[config.mk]
export PLATFORM = sky130hd
export DESIGN_NAME = car_motion_ctrl
export DESIGN_NICKNAME = d
export VERILOG_FILES = /design/src/rtl/car_motion_ctrl.sv
export SDC_FILE = /design/constraint.sdc
export NUM_CORES = 1
export LEC_CHECK = 0
export ABC_AREA = 1
export CORE_ASPECT_RATIO = 0.75
export CORE_UTILIZATION = 55
export CTS_BUF_LIST = sky130_fd_sc_hd__clkbuf_4
export DETAILED_ROUTE_END_ITERATION = 16
export DONT_BUFFER_PORTS = 1
export MAX_ROUTING_LAYER = met4
export PLACE_DENSITY = 0.8
export SLEW_MARGIN = 40
export SYNTH_ARGS = -nofsm -noshare
export SYNTH_HDL_FRONTEND = slang
export SYNTH_SLANG_ARGS = --single-unit
export TNS_END_PERCENT = 1
[constraint.sdc]
create_clock -name clk -period 3 [get_ports clk]
set_input_delay 0.45 -clock clk [delete_from_list [all_inputs] [get_ports clk]]
set_output_delay 0.45 -clock clk [all_outputs]
set_load 0.05 [all_outputs]
[src/rtl/car_motion_ctrl.sv]
// Car X position from raw left/right buttons, updated only on frame_tick so it never moves mid-frame.
// Latency: button edge -> moving is 2 sync + DEB_CYCLES + 1 clk; car_x moves on the following frame_tick.
// Backpressure: none; the renderer samples car_x directly.
module car_motion_ctrl #(
    parameter int DEB_CYCLES   = 250000,
    parameter int ACCEL_FRAMES = 8,
    parameter int MAX_SPEED    = 4,
    parameter int X_MIN        = 0,
    parameter int X_MAX        = 600,
    parameter int X_INIT       = 100
) (
    input  logic       clk,
    input  logic       reset,
    input  logic       btn_left,
    input  logic       btn_right,
    input  logic       frame_tick,
    output logic [9:0] car_x,
    output logic [2:0] speed,
    output logic       moving,
    output logic       dir_left
);

    localparam int DW = (DEB_CYCLES > 2) ? $clog2(DEB_CYCLES) : 1;
    localparam int AW = (ACCEL_FRAMES > 2) ? $clog2(ACCEL_FRAMES) : 1;
    localparam logic [DW-1:0] DEB_LAST = DW'(DEB_CYCLES - 1);
    localparam logic [AW-1:0] ACC_LAST = AW'(ACCEL_FRAMES - 1);
    localparam logic [2:0]    SPD_MAX  = 3'(MAX_SPEED);
    localparam logic [10:0]   XMIN11   = 11'(X_MIN);
    localparam logic [10:0]   XMAX11   = 11'(X_MAX);
    localparam logic [9:0]    XMIN10   = 10'(X_MIN);
    localparam logic [9:0]    XMAX10   = 10'(X_MAX);
    localparam logic [9:0]    XINIT10  = 10'(X_INIT);

    typedef enum logic [1:0] {IDLE, MOVE_L, MOVE_R} state_t;

    logic [1:0]    btn_raw;
    logic [1:0]    meta;
    logic [1:0]    sync;
    logic [1:0]    stable;
    logic [DW-1:0] deb_cnt [2];

    state_t        state;
    state_t        nxt_state;
    logic [AW-1:0] accel_cnt;
    logic [10:0]   sum_r;
    logic [10:0]   lim_l;
    logic [9:0]    x_next;

    assign btn_raw = {btn_right, btn_left};

    // Index 0 is left, index 1 is right; a change is accepted only after DEB_CYCLES stable cycles.
    always_ff @(posedge clk or posedge reset) begin
        if (reset) begin
            meta       <= '0;
            sync       <= '0;
            stable     <= '0;
            deb_cnt[0] <= '0;
            deb_cnt[1] <= '0;
        end else begin
            meta <= btn_raw;
            sync <= meta;
            for (int i = 0; i < 2; i++) begin
                if (sync[i] == stable[i]) begin
                    deb_cnt[i] <= '0;
                end else if (deb_cnt[i] == DEB_LAST) begin
                    stable[i]  <= sync[i];
                    deb_cnt[i] <= '0;
                end else begin
                    deb_cnt[i] <= deb_cnt[i] + 1'b1;
                end
            end
        end
    end

    always_comb begin
        nxt_state = IDLE;
        if (stable[0] && !stable[1]) begin
            nxt_state = MOVE_L;
        end else if (stable[1] && !stable[0]) begin
            nxt_state = MOVE_R;
        end
    end

    // 11-bit arithmetic keeps both edge clamps free of wrap-around.
    always_comb begin
        sum_r  = {1'b0, car_x} + {8'b0, speed};
        lim_l  = XMIN11 + {8'b0, speed};
        x_next = car_x;
        case (state)
            MOVE_L:  x_next = ({1'b0, car_x} < lim_l) ? XMIN10 : car_x - {7'b0, speed};
            MOVE_R:  x_next = (sum_r > XMAX11) ? XMAX10 : sum_r[9:0];
            default: x_next = car_x;
        endcase
    end

    always_ff @(posedge clk or posedge reset) begin
        if (reset) begin
            state     <= IDLE;
            moving    <= 1'b0;
            dir_left  <= 1'b0;
            speed     <= 3'd1;
            accel_cnt <= '0;
            car_x     <= XINIT10;
        end else begin
            if (nxt_state != state) begin
                state     <= nxt_state;
                moving    <= (nxt_state != IDLE);
                dir_left  <= (nxt_state == MOVE_L);
                speed     <= 3'd1;
                accel_cnt <= '0;
            end else if (frame_tick && state != IDLE) begin
                if (accel_cnt == ACC_LAST) begin
                    accel_cnt <= '0;
                    if (speed < SPD_MAX) begin
                        speed <= speed + 3'd1;
                    end
                end else begin
                    accel_cnt <= accel_cnt + 1'b1;
                end
            end
            // Position uses the state and speed held before this edge.
            if (frame_tick) begin
                car_x <= x_next;
            end
        end
    end

endmodule

# After elaboration in Yosys (flattened, before gate mapping)

Index checks and enable logic that the tools add are counted.

Add/sub/neg operators: 6
Multipliers: 0
Divide/modulo/power cells: 0
$lt $le $gt $ge: 3
Eq/ne operators: 9
Shift-type cells: 0
Multiplexer cells: 16
Bitwise logic cells: 2
Reductions and logical operators: 15

Operators with widths:

| kind                                                 | count |
|---|---|
| 2-to-1 mux 18 bit                                    | 4 |
| adder 18 x 1 -> 18 bit, second input constant        | 2 |
| == test 18 bit, second input constant                | 2 |
| 2-to-1 mux 3 bit                                     | 7 |
| 2-to-1 mux 10 bit                                    | 2 |
| case mux 10 bit (2 select lines)                     | 1 |
| nonzero test 2 bit                                   | 6 |
| adder 10 x 3 -> 11 bit                               | 1 |
| > comparator 11 x 10 -> 1 bit, second input constant | 1 |
| less-than comparator 10 x 3 -> 1 bit                 | 1 |
| subtractor 10 x 3 -> 10 bit                          | 1 |
| adder 3 x 1 -> 3 bit, second input constant          | 2 |
| AND reduction 2 bit                                  | 3 |
| == test 2 x 1 -> 1 bit, second input constant        | 2 |
| 2-to-1 mux 2 bit                                     | 2 |
| == test 3 bit, second input constant                 | 1 |
| logical AND 1 bit                                    | 3 |
| less-than comparator 3 bit, second input constant    | 1 |
| AND reduction 3 bit                                  | 1 |
| == test 1 bit                                        | 2 |
| == test 2 bit, second input constant                 | 1 |
| logical NOT 1 bit                                    | 2 |
| != test 2 bit                                        | 1 |
| NOT 1 bit                                            | 2 |

Flip-flop bits (word level): 62
Latch bits: 0
Bits in writable memories: 0
ROM bits: 0
Word-level logic and storage cells: 63
Memories kept: 0

# Longest topological paths before layout

Gate-level depths: netlist (run 1).

Word-level depth: 7
Depth in mapped cells: 16
Mapped depth without buffers: 15

# Worst setup path after synthesis (run 1)

No wires, ideal clock.

Kind: register -> register
Start point: reg speed[0]
End point: reg car_x[9]
Setup time: 0.133 ns
Arrival time: 2.109 ns
Path slack: 0.758 ns
Stages on the path, launching flop included: 10
Cell sequence: dfstp_2 ha_1 inv_1 fa_1 nand2_1 nand4_2 o21ai_0 inv_1 a21oi_1 a22oi_1

Longest elaborated chain between the ends: 4
Elaborated cells between the ends (all ways): 7
Classes of those cells: add/sub: 2; order compare: 2; mux: 3

Ends and longest elaborated chain:

| what                               | line | source |
|---|---|---|
| start, declared                    | 18   | `output logic [2:0] speed,` |
| start signal, assigned             | 115  | `speed <= speed + 3'd1;` |
| adder 10 x 3 -> 11 bit             | 86   | `sum_r = {1'b0, car_x} + {8'b0, speed};` |
| > comparator 11 x 10 -> 1 bit      | 91   | `MOVE_R: x_next = (sum_r > XMAX11) ? XMAX10 : sum_r[9:0];` |
| 2-to-1 mux 10 bit                  | 91   |  |
| case mux 10 bit (2 select lines) * | 89   | `case (state)` |
| end signal, assigned               | 123  | `car_x <= x_next;` |
| end, declared                      | 17   | `output logic [9:0] car_x,` |

Every way passes the cells marked *; elsewhere a longest branch is shown, timed or not.
A chain may end at the register's enable or synchronous reset.

# Worst setup path in the final report (run 1)

Ends and elaborated chain as after synthesis.

==> summary.md, run 1 <==
| Metric | Value |
|---|---|
| Status | `finished with violations` |
| Failing checks | `hold timing` |
| Port bufs | `0` |
| Synth Cell Area | `0.003731 sq mm` |
| Placed Area | `0.003834 sq mm` |
| CTS resizes | `0` |
| Final WL | `7535 um` |
| TritonCTS Sinks | `61` |
| Syn Area/Cell | `7.806 sq um` |
| Seq/Total Area, Yosys | `41.05%` |
| DRC Markers | `0` |
| Critical path type | `reg2reg` |
| CTS clk-pin slew, worst paths | `110 ps` |
| Synth Flop Type | `dfrtp_1` |
| Max H-tree Level | `3` |
| Yosys warns | `0` |
| Number of flops mapped to enable cells by yosys | `0` |
| Slowest Stage Delay on Critical Path | `750 ps` |
| First-pass GRT wire length | `13230 um` |
| Initial antenna violation count | `0` |
| Beginning of the critical path | `speed[0]` |
| WP data required | `3280 ps` |
| Core Util, Final | `61.93%` |
| CP endpoint kind | `flip-flop` |
| Most area-consuming cells after synthesis | `dfrtp_1 (38%), nand2_1 (10%), inv_1 (6.4%), nor2_1 (6.4%), ha_1 (5.0%)` |
| Total GRT Usage | `24.28%` |
| Std cell rows | `25` |
| Netlist cell types | `42` |
| Routed wire length per instance | `13.13 um` |
| Die span in y | `73.33 um` |
| Crit-path cells | `ha_1, inv_1, fa_1, nand2_1, nand4_2, o21ai_0, inv_1, a21oi_1, a22oi_1` |
| Slew headroom | `52.56%` |
| Pleak | `1.864 nW` |
| Filler cells | `556` |
| Grt ovf | `0` |
| Worst clock skew | `21.04 ps` |
| CP max stage cell | `dfstp_2` |
| Gpl congestion | `0.9251` |
| Root Driver | `clkbuf_4` |
| Pwr Density | `364.4 mW/mm^2` |
| Die W | `97.11 um` |
| Post-synth top area share | `38.23%` |
| Fmax | `0.3880 GHz` |
| Initial Util | `58.19%` |
| Initial DRC Count | `244` |
| Yosys reg bits | `61` |
| Pre-CTS setup slack | `448.1 ps` |
| Cts-stage hold buffer count | `0` |
| CTS tree | `done` |
| Clk Latency, worst-skew pair | `400 ps` |
| Crit-path most repeated cell | `inv_1` |
| Boundary pin count | `20` |
| Final min period | `2578 ps` |
| Setup TNS | `0 ps` |
| Core ar. | `0.006412 sq mm` |
| Hold_ws | `-28.10 ps` |
| Worst hold path type | `in2async` |
| P&R area growth vs syn | `6.439%` |
| Setup violations, final | `0` |
| Startpoint Class | `flip-flop` |
| Share of cells above drive strength 1 | `13.18%` |
| Count leader, synth | `nand2_1` |
| Vias per cell | `5.465` |
| Final worst setup slack | `422.4 ps` |
| DRT antenna net count | `0` |
| Max Cap Violations | `0` |
| Largest net degree at the start of global routing | `37` |
| Max-slew violations | `0` |
| NumNets Final | `510` |
| Async SR Flop Fraction | `100.0%` |
| Area leader, netlist | `dfrtp_1` |
| FF-to-FF Start | `speed[0]` |
| Post-synthesis cell count | `478` |
| Final Cell Area | `0.003971 sq mm` |
| Post-DP HPWL | `5819 um` |
| Diode count | `0` |
| RSZ-0062 raised after global routing | `false` |
| Endpoints failing hold | `30` |
| Number of global-route vias before repair | `2907` |
| Die area | `0.007121 sq mm` |
| Num CTS Buffers | `9` |
| DR pass1 iterations | `5` |
| Tot Pwr | `1.447 mW` |
| Post-CTS Setup Bufs | `0` |
| Crit share post-route | `85.92%` |
| Worst Path Arrival | `2860 ps` |
| Worst-Margin Slew | `711.6 ps` |
| DR vias | `3137` |
| Max FO, Critical Path | `8` |
| CTS Buffer Depth | `2` |
| Synth cell count leaders | `nand2_1 (99), inv_1 (64), nor2_1 (64)` |
| Largest vdd supply drop | `0.3330 mV` |
| Syn_nets | `500` |
-- flip-flops by register name, indices dropped and copies added (netlist names) --
signal	flops
moving	1
dir_left	1
accel_cnt	3
stable	2
sync	2
state	1
car_x	10
deb_cnt	36
speed	3
meta	2
-- final timing paths --
path	end	slack [ps]	cells after the start
max	car_x[9]	420	9
min	deb_cnt[28]	-30	1
max reg2reg	car_x[9]	420	9
min reg2reg	sync[1]	350	0
max in group asynchronous	deb_cnt[33]	2400	2
min in group clk	meta[0]	70	0
-- cell type report --
| class | count | area (sq um) | share of cell area, % |
|---|---|---|---|
| multi-input cells | 341 | 1894 | 47.70 |
| repair buffers | 6 | 45.04 | 1.134 |
| flip-flops and latches | 61 | 1531 | 38.56 |
| well taps | 81 | 101.3 | 2.552 |
| clock inverters | 3 | 38.79 | 0.9767 |
| inverters | 69 | 262.8 | 6.616 |
| clock buffers | 13 | 97.59 | 2.457 |
-- stage by stage --
stage,instances,hold slack [ps]
2_1_floorplan,478,331.2
3_3_place_gp,558,335.1
3_5_place_dp,558,336.5
4_1_cts,574,47.97
5_1_grt,574,7.832
6_report,574,-28.10
-- power by group --
| part | switching [mW] | internal (mW) |
|---|---|---|
| Sequential | 0.00602 | 0.832 |
| Clock | 0.278 | 0.289 |
| Combinational | 0.0327 | 0.0103 |
| Total | 0.316 | 1.13 |
-- metal layers --
| layer | vias up | track usage [%] | wire (um) |
|---|---|---|---|
| met2 | 105 | 37.09 | 3254 |
| met1 | 1467 | 32.47 | 3692 |
| met4 | 0 | 6.799 | 71 |
| met3 | 9 | 6.089 | 516 |
| met5 | - | - | 0 |
| li1 | 1556 | - | - |
-- critical path, delay by kind of cell, from the launching register on --
kind,cells,cell delay (ps)
AO/OA/AOI/OAI,3,530
buffers and inverters,2,260
flip-flops,1,750
AND/OR/NAND/NOR,2,330
adder cells (fa/ha/maj),2,590
-- cells by family (layout without fill, tap and decap cells) --
kind of cell | Yosys count | in the layout | share of synthesized area (%)
buffers and inverters | 76 | 91 | 8.182
DFF | 61 | 61 | 41.05
and+or+nand+nor | 252 | 252 | 32.09
adders and majority gates | 17 | 17 | 6.103
AOI/OAI and AO/OA | 50 | 50 | 7.277
muxes | 2 | 2 | 0.6036
xor gates and xnor gates | 20 | 20 | 4.695
-- layout by cell type, fill, tap and decap left out, types with 2 or more instances in the layout --
cell type and instances:
nand2_1 99, nor2_1 64, inv_1 63, dfrtp_1 57, a21oi_1 31, nand3_1 28
xor2_1 16, ha_1 15, clkbuf_4 13, nand2_2 10, o21ai_0 9, nor4_1 8
nand4_1 8, nor2_2 8, nor3_1 7, buf_4 6, nand3_2 5, inv_2 4
xnor2_1 4, nor3b_1 4, dfstp_2 4, o21ai_1 3, and3_1 2, clkinv_2 2
a21oi_2 2, mux2_2 2, fa_1 2
Power figures use the tool's default switching activity.
==> inputs of run 2 (changes only) <==
--- a/config.mk
+++ b/config.mk
@@ -12,7 +12,7 @@
 export DETAILED_ROUTE_END_ITERATION = 16
 export DONT_BUFFER_PORTS = 1
 export MAX_ROUTING_LAYER = met4
-export PLACE_DENSITY = 0.8
+export PLACE_DENSITY = 0.76
 export SLEW_MARGIN = 40
 export SYNTH_ARGS = -nofsm -noshare
 export SYNTH_HDL_FRONTEND = slang
==> summary.md, run 2 (synthesis gave the netlist of run 1 again) <==
| Metric | Value |
|---|---|
| Worst hold path type | `in2async` |
| Total GRT Usage | `24.29% (about the same)` |
| Slowest Stage Delay on Critical Path | `770 ps (+20 ps)` |
| Port bufs | `0 (unchanged)` |
| RSZ-0062 raised after global routing | `false` |
| Endpoints failing hold | `0 (-100%)` |
| Cts-stage hold buffer count | `0 (unchanged)` |
| Worst-Margin Slew | `728.0 ps (+16.35 ps)` |
| CTS clk-pin slew, worst paths | `110 ps (about the same)` |
| Worst r2r dst | `car_x[9]` |
| Critical path type | `reg2reg` |
| Post-DP HPWL | `5901 um (+1.4%)` |
| Pint | `1.181 mW (+4.5%)` |
| CP max stage cell | `dfstp_2` |
| Post-CTS Setup Bufs | `0 (unchanged)` |
| Routed wire length per instance | `13.51 um (+2.9%)` |
| Gpl congestion | `0.9268 (+0.18%)` |
| Vias per cell | `5.369 (-1.8%)` |
| Final WL | `7728 um (+2.6%)` |
| NetSw | `0.3234 mW (+2.2%)` |
| R2R depth | `9 (unchanged)` |
| Biggest register | `deb_cnt` |
| FF-to-FF Start | `speed[0]` |
| Die W | `97.11 um (unchanged)` |
| Hold_ws | `6.777 ps (+34.88 ps)` |
| Reg-to-reg slack, setup | `390 ps (-40 ps)` |
| Flop pwr share | `55.7% (-2.2 points)` |
| Initial DRC Count | `140 (-43%)` |
| P&R area growth vs syn | `6.640%` |
| Largest vdd supply drop | `0.2984 mV (-10%)` |
| Core ar. | `0.006412 sq mm (unchanged)` |
| Num CTS Buffers | `9 (unchanged)` |
| Max FO, Critical Path | `8 (unchanged)` |
| Final min period | `2613 ps (+35.33 ps)` |
| Sw frac | `21.49% (-0.37 points)` |
| Die span in y | `73.33 um (unchanged)` |
| Worst Path Arrival | `2870 ps (about the same)` |
| Comb power frac | `2.9% (about the same)` |
| Max-slew violations | `0 (unchanged)` |
| Tot Pwr | `1.505 mW (+4.0%)` |
| Commonest non-fill, non-tap cells in the layout | `nand2_1 (99), nor2_1 (64), inv_1 (63)` |
| CTS Buffer Depth | `2 (unchanged)` |
| Fmax | `0.3827 GHz (-1.4%)` |
| Std cell rows | `25 (unchanged)` |
| Commonest non-fill, non-tap cell in the layout | `nand2_1` |
| Grt ovf | `0 (unchanged)` |
| Cell family with most CP delay | `flip-flops` |
| DR pass1 iterations | `7 (+2)` |
| Initial Util | `58.19% (unchanged)` |
| WP data required | `3260 ps (-20 ps)` |
| Worst path bufs/invs | `2 (unchanged)` |
| Clock power frac | `41.4% (+2.3 points)` |
| NumNets Final | `509 (-0.20%)` |
| Diode count | `0 (unchanged)` |
| Number of global-route vias before repair | `2829 (-2.7%)` |
| DR vias | `3071 (-2.1%)` |
| Crit share post-route | `87.10% (+1.2 points)` |
| Max FFs per register | `36 (unchanged)` |
| Crit-path most repeated cell | `inv_1` |
| Max H-tree Level | `3 (unchanged)` |
| Startpoint Class | `flip-flop` |
| Worst clock skew | `16.32 ps (-4.722 ps)` |
| CTS resizes | `0 (unchanged)` |
| Largest registers | `deb_cnt x36, car_x x10` |
| Largest net degree at the start of global routing | `40 (+8.1%)` |
| Setup TNS | `0 ps (unchanged)` |
| DRC Markers | `0 (unchanged)` |
| Clk Latency, worst-skew pair | `400 ps (about the same)` |
| Status | `completed` |
| Pleak | `1.859 nW (-0.27%)` |
| Root Driver | `clkbuf_4` |
| Die area | `0.007121 sq mm (unchanged)` |
| Setup violations, final | `0 (unchanged)` |
| Boundary pin count | `20 (unchanged)` |
| DRT antenna net count | `0 (unchanged)` |
| Crit-path cells | `ha_1, inv_1, fa_1, nand2_1, nand4_2, o21ai_0, inv_1, a21oi_1, a22oi_1` |
| Pwr Density | `378.1 mW/mm^2 (+3.8%)` |
| Initial antenna violation count | `0 (unchanged)` |
| Share of cells above drive strength 1 | `12.83% (-0.35 points)` |
| Max Cap Violations | `0 (unchanged)` |
| CTS tree | `done` |
| CP endpoint kind | `flip-flop` |
| TritonCTS Sinks | `61 (unchanged)` |
| Slew headroom | `51.47% (-1.1 points)` |
| First-pass GRT wire length | `13280 um (+0.36%)` |
-- run 2: changes by cell type in the layout (fill, tap and decap cells not counted), sizes merged --
cell and delta:
clkinvlp +1, bufinv +1, buf -1, clkbuf -3
-- run 2: worst max path at each step --
stage	start	depth (start not counted)	end
3_5_place_dp	speed[0]	9	car_x[9]
4_1_cts	speed[0]	9	car_x[9]
2_1_floorplan	speed[0]	9	car_x[9]
5_1_grt	speed[0]	9	car_x[9]
3_3_place_gp	speed[0]	11	car_x[1]
6_report	speed[0]	9	car_x[9]
-- run 2: layout make-up --
class,instances,area (sq um)
fill,579,2434
multi-input combinational,341,1894
sequential,61,1531
inverter,69,262.8
tap,81,101.3
clock inverter,5,76.32
clock buffer,10,75.07
timing repair buffer,5,37.54
-- run 2: routing by layer --
metal  wire (um)  global-route usage, %
met5           0                      -
met4          62                  6.468
met3         375                  5.328
met2        3374                  35.60
met1        3915                  34.30
-- run 2: power groups by stage --
stage	registers [mW]	logic, mW	clock network, mW
finish	0.838	0.0432	0.623
global route	0.840	0.0526	0.664
CTS	0.838	0.0450	0.640
detailed placement	0.854	0.0448	0
global placement	0.853	0.0431	0
floorplan	0.852	0.0324	0
-- run 2: metrics by stage --
| step | util [%] | instance area (sq um) | std cells | setup slack [ps] |
|---|---|---|---|---|
| 6_report | 62.05 | 3979 | 572 | 387.1 |
| 5_1_grt | 62.05 | 3979 | 572 | 226.5 |
| 4_1_cts | 62.03 | 3978 | 572 | 415.9 |
| 3_5_place_dp | 59.67 | 3826 | 557 | 455.0 |
| 3_3_place_gp | 59.67 | 3826 | 557 | 607.7 |
| 2_1_floorplan | - | 3731 | 478 | 758.0 |
==> inputs of run 3 (changes only) <==
--- a/config.mk
+++ b/config.mk
@@ -5,14 +5,13 @@
 export SDC_FILE = /design/constraint.sdc
 export NUM_CORES = 1
 export LEC_CHECK = 0
-export ABC_AREA = 1
 export CORE_ASPECT_RATIO = 0.75
 export CORE_UTILIZATION = 55
 export CTS_BUF_LIST = sky130_fd_sc_hd__clkbuf_4
 export DETAILED_ROUTE_END_ITERATION = 16
 export DONT_BUFFER_PORTS = 1
 export MAX_ROUTING_LAYER = met4
-export PLACE_DENSITY = 0.76
+export PLACE_DENSITY = 0.79
 export SLEW_MARGIN = 40
 export SYNTH_ARGS = -nofsm -noshare
 export SYNTH_HDL_FRONTEND = slang
==> constraint.sdc (replaced) <==
create_clock -name clk -period 2.28 [get_ports clk]
set_input_delay 0.342 -clock clk [delete_from_list [all_inputs] [get_ports clk]]
set_output_delay 0.342 -clock clk [all_outputs]
set_load 0.05 [all_outputs]
==> summary.md, run 3 <==
| Metric | Value |
|---|---|
| Hold Startpoint | `frame_tick` |
| Max FFs per register | `36 (unchanged)` |
| Max FO, Critical Path | `5 (-3)` |
| P&R area growth vs syn | `17.04%` |
| Count leader, synth | `dfrtp_1` |
| Number of flops mapped to enable cells by yosys | `0 (unchanged)` |
| Endpoints failing hold | `0 (unchanged)` |
| Startpoint Class | `flip-flop` |
| Syn Area/Cell | `9.374 sq um (+20%)` |
| Area of the multi-input gates | `0.001866 sq mm (-1.5%)` |
| Filler cells | `443 (-23%)` |
| Diode count | `0 (unchanged)` |
| Grt ovf | `0 (unchanged)` |
| Commonest non-fill, non-tap cell in the layout | `nor2_1` |
| FF-to-FF Start | `speed[0]` |
| Largest registers | `deb_cnt x36, car_x x10` |
| Reg-to-reg slack, setup | `-180 ps (-560 ps)` |
| Tot Pwr | `2.139 mW (+42%)` |
| Hold_ws | `197.6 ps (+190.8 ps)` |
| Core ar. | `0.005976 sq mm (-6.8%)` |
| Placed Area | `0.003827 sq mm (about the same)` |
| Yosys reg bits | `61 (unchanged)` |
| Clk Latency, worst-skew pair | `420 ps (+20 ps)` |
| Num CTS Buffers | `9 (unchanged)` |
| Initial DRC Count | `219 (+56%)` |
| Synth cell count leaders | `dfrtp_1 (57), nor2_1 (56), nand2_1 (29)` |
| Initial antenna violation count | `0 (unchanged)` |
| DR pass1 iterations | `5 (-2)` |
| Vias per cell | `5.755 (+7.2%)` |
| DRT antenna net count | `0 (unchanged)` |
| Worst hold path type | `in2reg` |
| Gpl congestion | `0.9184 (-0.91%)` |
| Pleak | `1.731 nW (-6.9%)` |
| Cells on Worst Hold Path | `3` |
| Worst-Margin Slew | `580.5 ps (-147.5 ps)` |
| Crit share post-route | `107.8% (+21 points)` |
| Most area-consuming cells after synthesis | `dfrtp_1 (41%), nor2_1 (6.0%), ha_1 (5.4%), xor2_1 (5.3%), xnor2_1 (4.8%)` |
| R2R depth | `8 (-1)` |
| DRC Markers | `0 (unchanged)` |
| Pwr Density | `524.1 mW/mm^2 (+39%)` |
| Die area | `0.006666 sq mm (-6.4%)` |
| Number of global-route vias before repair | `2721 (-3.8%)` |
| Max-slew violations | `0 (unchanged)` |
| First-pass GRT wire length | `12990 um (-2.2%)` |
| Status | `finished with violations` |
| Seq/Total Area, Yosys | `43.92% (+2.9 points)` |
| CTS clk-pin slew, worst paths | `120 ps (about the same)` |
| Synth Cell Area | `0.003487 sq mm (-6.5%)` |
| WP data required | `2590 ps (-670 ps)` |
| Largest net degree at the start of global routing | `37 (-7.5%)` |
| Port bufs | `0 (unchanged)` |
| Register Area | `0.001540 sq mm (+0.57%)` |
| Area leader, netlist | `dfrtp_1` |
| Worst clock skew | `21.52 ps (+5.201 ps)` |
| Netlist cell types | `55 (+31%)` |
| Share of cells above drive strength 1 | `20.00% (+7.2 points)` |
| Setup TNS | `-997.6 ps (-997.6 ps)` |
| Post-synthesis cell count | `372 (-22%)` |
| NumNets Final | `432 (-15%)` |
| Async SR Flop Fraction | `100.0% (unchanged)` |
| Final worst setup slack | `-177.5 ps (-564.6 ps)` |
| CTS tree | `done` |
| Syn_nets | `394 (-21%)` |
| Worst Path Arrival | `2770 ps (-100 ps)` |
| Max H-tree Level | `3 (unchanged)` |
| Final min period | `2457 ps (-155.4 ps)` |
| Fmax | `0.4069 GHz (+6.3%)` |
| Total GRT Usage | `26.52% (+2.2 points)` |
| Largest vdd supply drop | `0.3889 mV (+30%)` |
| Post-DP HPWL | `5393 um (-8.6%)` |
| Max Cap Violations | `0 (unchanged)` |
| CTS Buffer Depth | `2 (unchanged)` |
| Final WL | `7538 um (-2.5%)` |
| Biggest register | `deb_cnt` |
| RSZ-0062 raised after global routing | `true` |
| Die span in y | `70.96 um (-3.2%)` |
| Initial Util | `58.35% (+0.17 points)` |
| DR vias | `2837 (-7.6%)` |
| Root Driver | `clkbuf_4` |
| Post-synth top area share | `40.90% (+2.7 points)` |
| Setup violations, final | `9 (+9)` |
| Yosys warns | `0 (unchanged)` |
| Failing checks | `setup timing` |
| Die W | `93.95 um (-3.3%)` |
| Boundary pin count | `20 (unchanged)` |
| Final Cell Area | `0.004081 sq mm (+2.6%)` |
| Critical path type | `reg2reg` |
| TritonCTS Sinks | `61 (unchanged)` |
| Synth Flop Type | `dfrtp_1` |
| Hold endpoint | `accel_cnt[1]` |
| Commonest non-fill, non-tap cells in the layout | `nor2_1 (55), dfrtp_1 (53), buf_4 (37)` |
| Routed wire length per instance | `15.29 um (+13%)` |
| CP endpoint kind | `flip-flop` |
| Slew headroom | `61.25% (+9.8 points)` |
| Worst r2r dst | `car_x[1]` |
| Std cell rows | `24 (-4.0%)` |
==> run 3: cell types whose count changed in the layout (fill, tap and decap cells not counted), moves of 6 or more <==
cell,previous run,this run
nand2_1,99,29
inv_1,63,16
buf_4,5,37
a21oi_1,31,12
xnor2_1,4,19
nand2_2,10,0
nor2_1,64,55
nor2_2,8,1
nand3_1,28,22
==> run 3: how the worst max path moves through the flow <==
stage / startpoint / to / slack (ps) / cells after the start
detailed placement: speed[0] / car_x[6] / -200 / 7
global placement: speed[0] / car_x[1] / -130 / 8
finish: speed[0] / car_x[1] / -180 / 8
CTS: speed[0] / car_x[1] / -160 / 8
floorplan: car_x[0] / car_x[0] / -170 / 8
global route: speed[1] / car_x[4] / -260 / 8
==> run 3: timing repair <==
item,CTS,global route
hold endpoints to repair,23,0
pin swaps,2,3
hold buffers,3,0
setup buffers,0,2
cloned,0,0
resized for setup,4,2
setup endpoints to repair,10,10
==> run 3: metrics by stage <==
stage                     cells  worst slack (ps)  utilization (%)
after floorplan             372            -174.7                -
after global placement      472            -126.5            64.05
after detailed placement    472            -195.5            64.05
after CTS                   491            -161.6            67.88
after global routing        493            -260.6            68.30
final                       493            -177.5            68.30
==> run 3: area by class of cell <==
| type | count | area share (%) |
|---|---|---|
| clock inverter | 6 | 2.728 |
| clock buffer | 10 | 1.839 |
| inverter | 17 | 1.563 |
| multi-input combinational | 280 | 45.71 |
| timing repair buffer | 41 | 8.032 |
| tap | 78 | 2.391 |
| sequential | 61 | 37.74 |
==> run 3: logic make-up after synthesis <==
| family | synth area share [%] |
|---|---|
| buffers and inverters | 4.198 |
| multiplexers | 0.5741 |
| flip-flops | 43.92 |
| AND/OR/NAND/NOR | 23.61 |
| adder cells (fa/ha/maj) | 6.530 |
| AO/OA/AOI/OAI | 11.12 |
| XOR/XNOR | 10.05 |
==> run 3: routing by layer <==
layer | routed length, um | share of wire, % | GRT usage [%]
met5 | 0 | 0 | -
met4 | 101 | 1.3 | 7.863
met3 | 526 | 7.0 | 7.742
met2 | 3305 | 44 | 36.66
met1 | 3604 | 48 | 37.78
==> run 3: power breakdown <==
part / switching (mW) / leakage (nW) / internal, mW
Clock: 0.408 / 0.0966 / 0.567
Sequential: 0.0111 / 0.811 / 1.09
Combinational: 0.0396 / 0.824 / 0.0188
==> run 3: critical path, stage by stage, from the launching register on <==
cell,delay [ps]
dfstp_4,500
ha_4,170
fa_2,330
nor2b_4,150
or2_4,220
or3_1,310
a311o_1,310
nor3b_2,250
o31ai_1,120
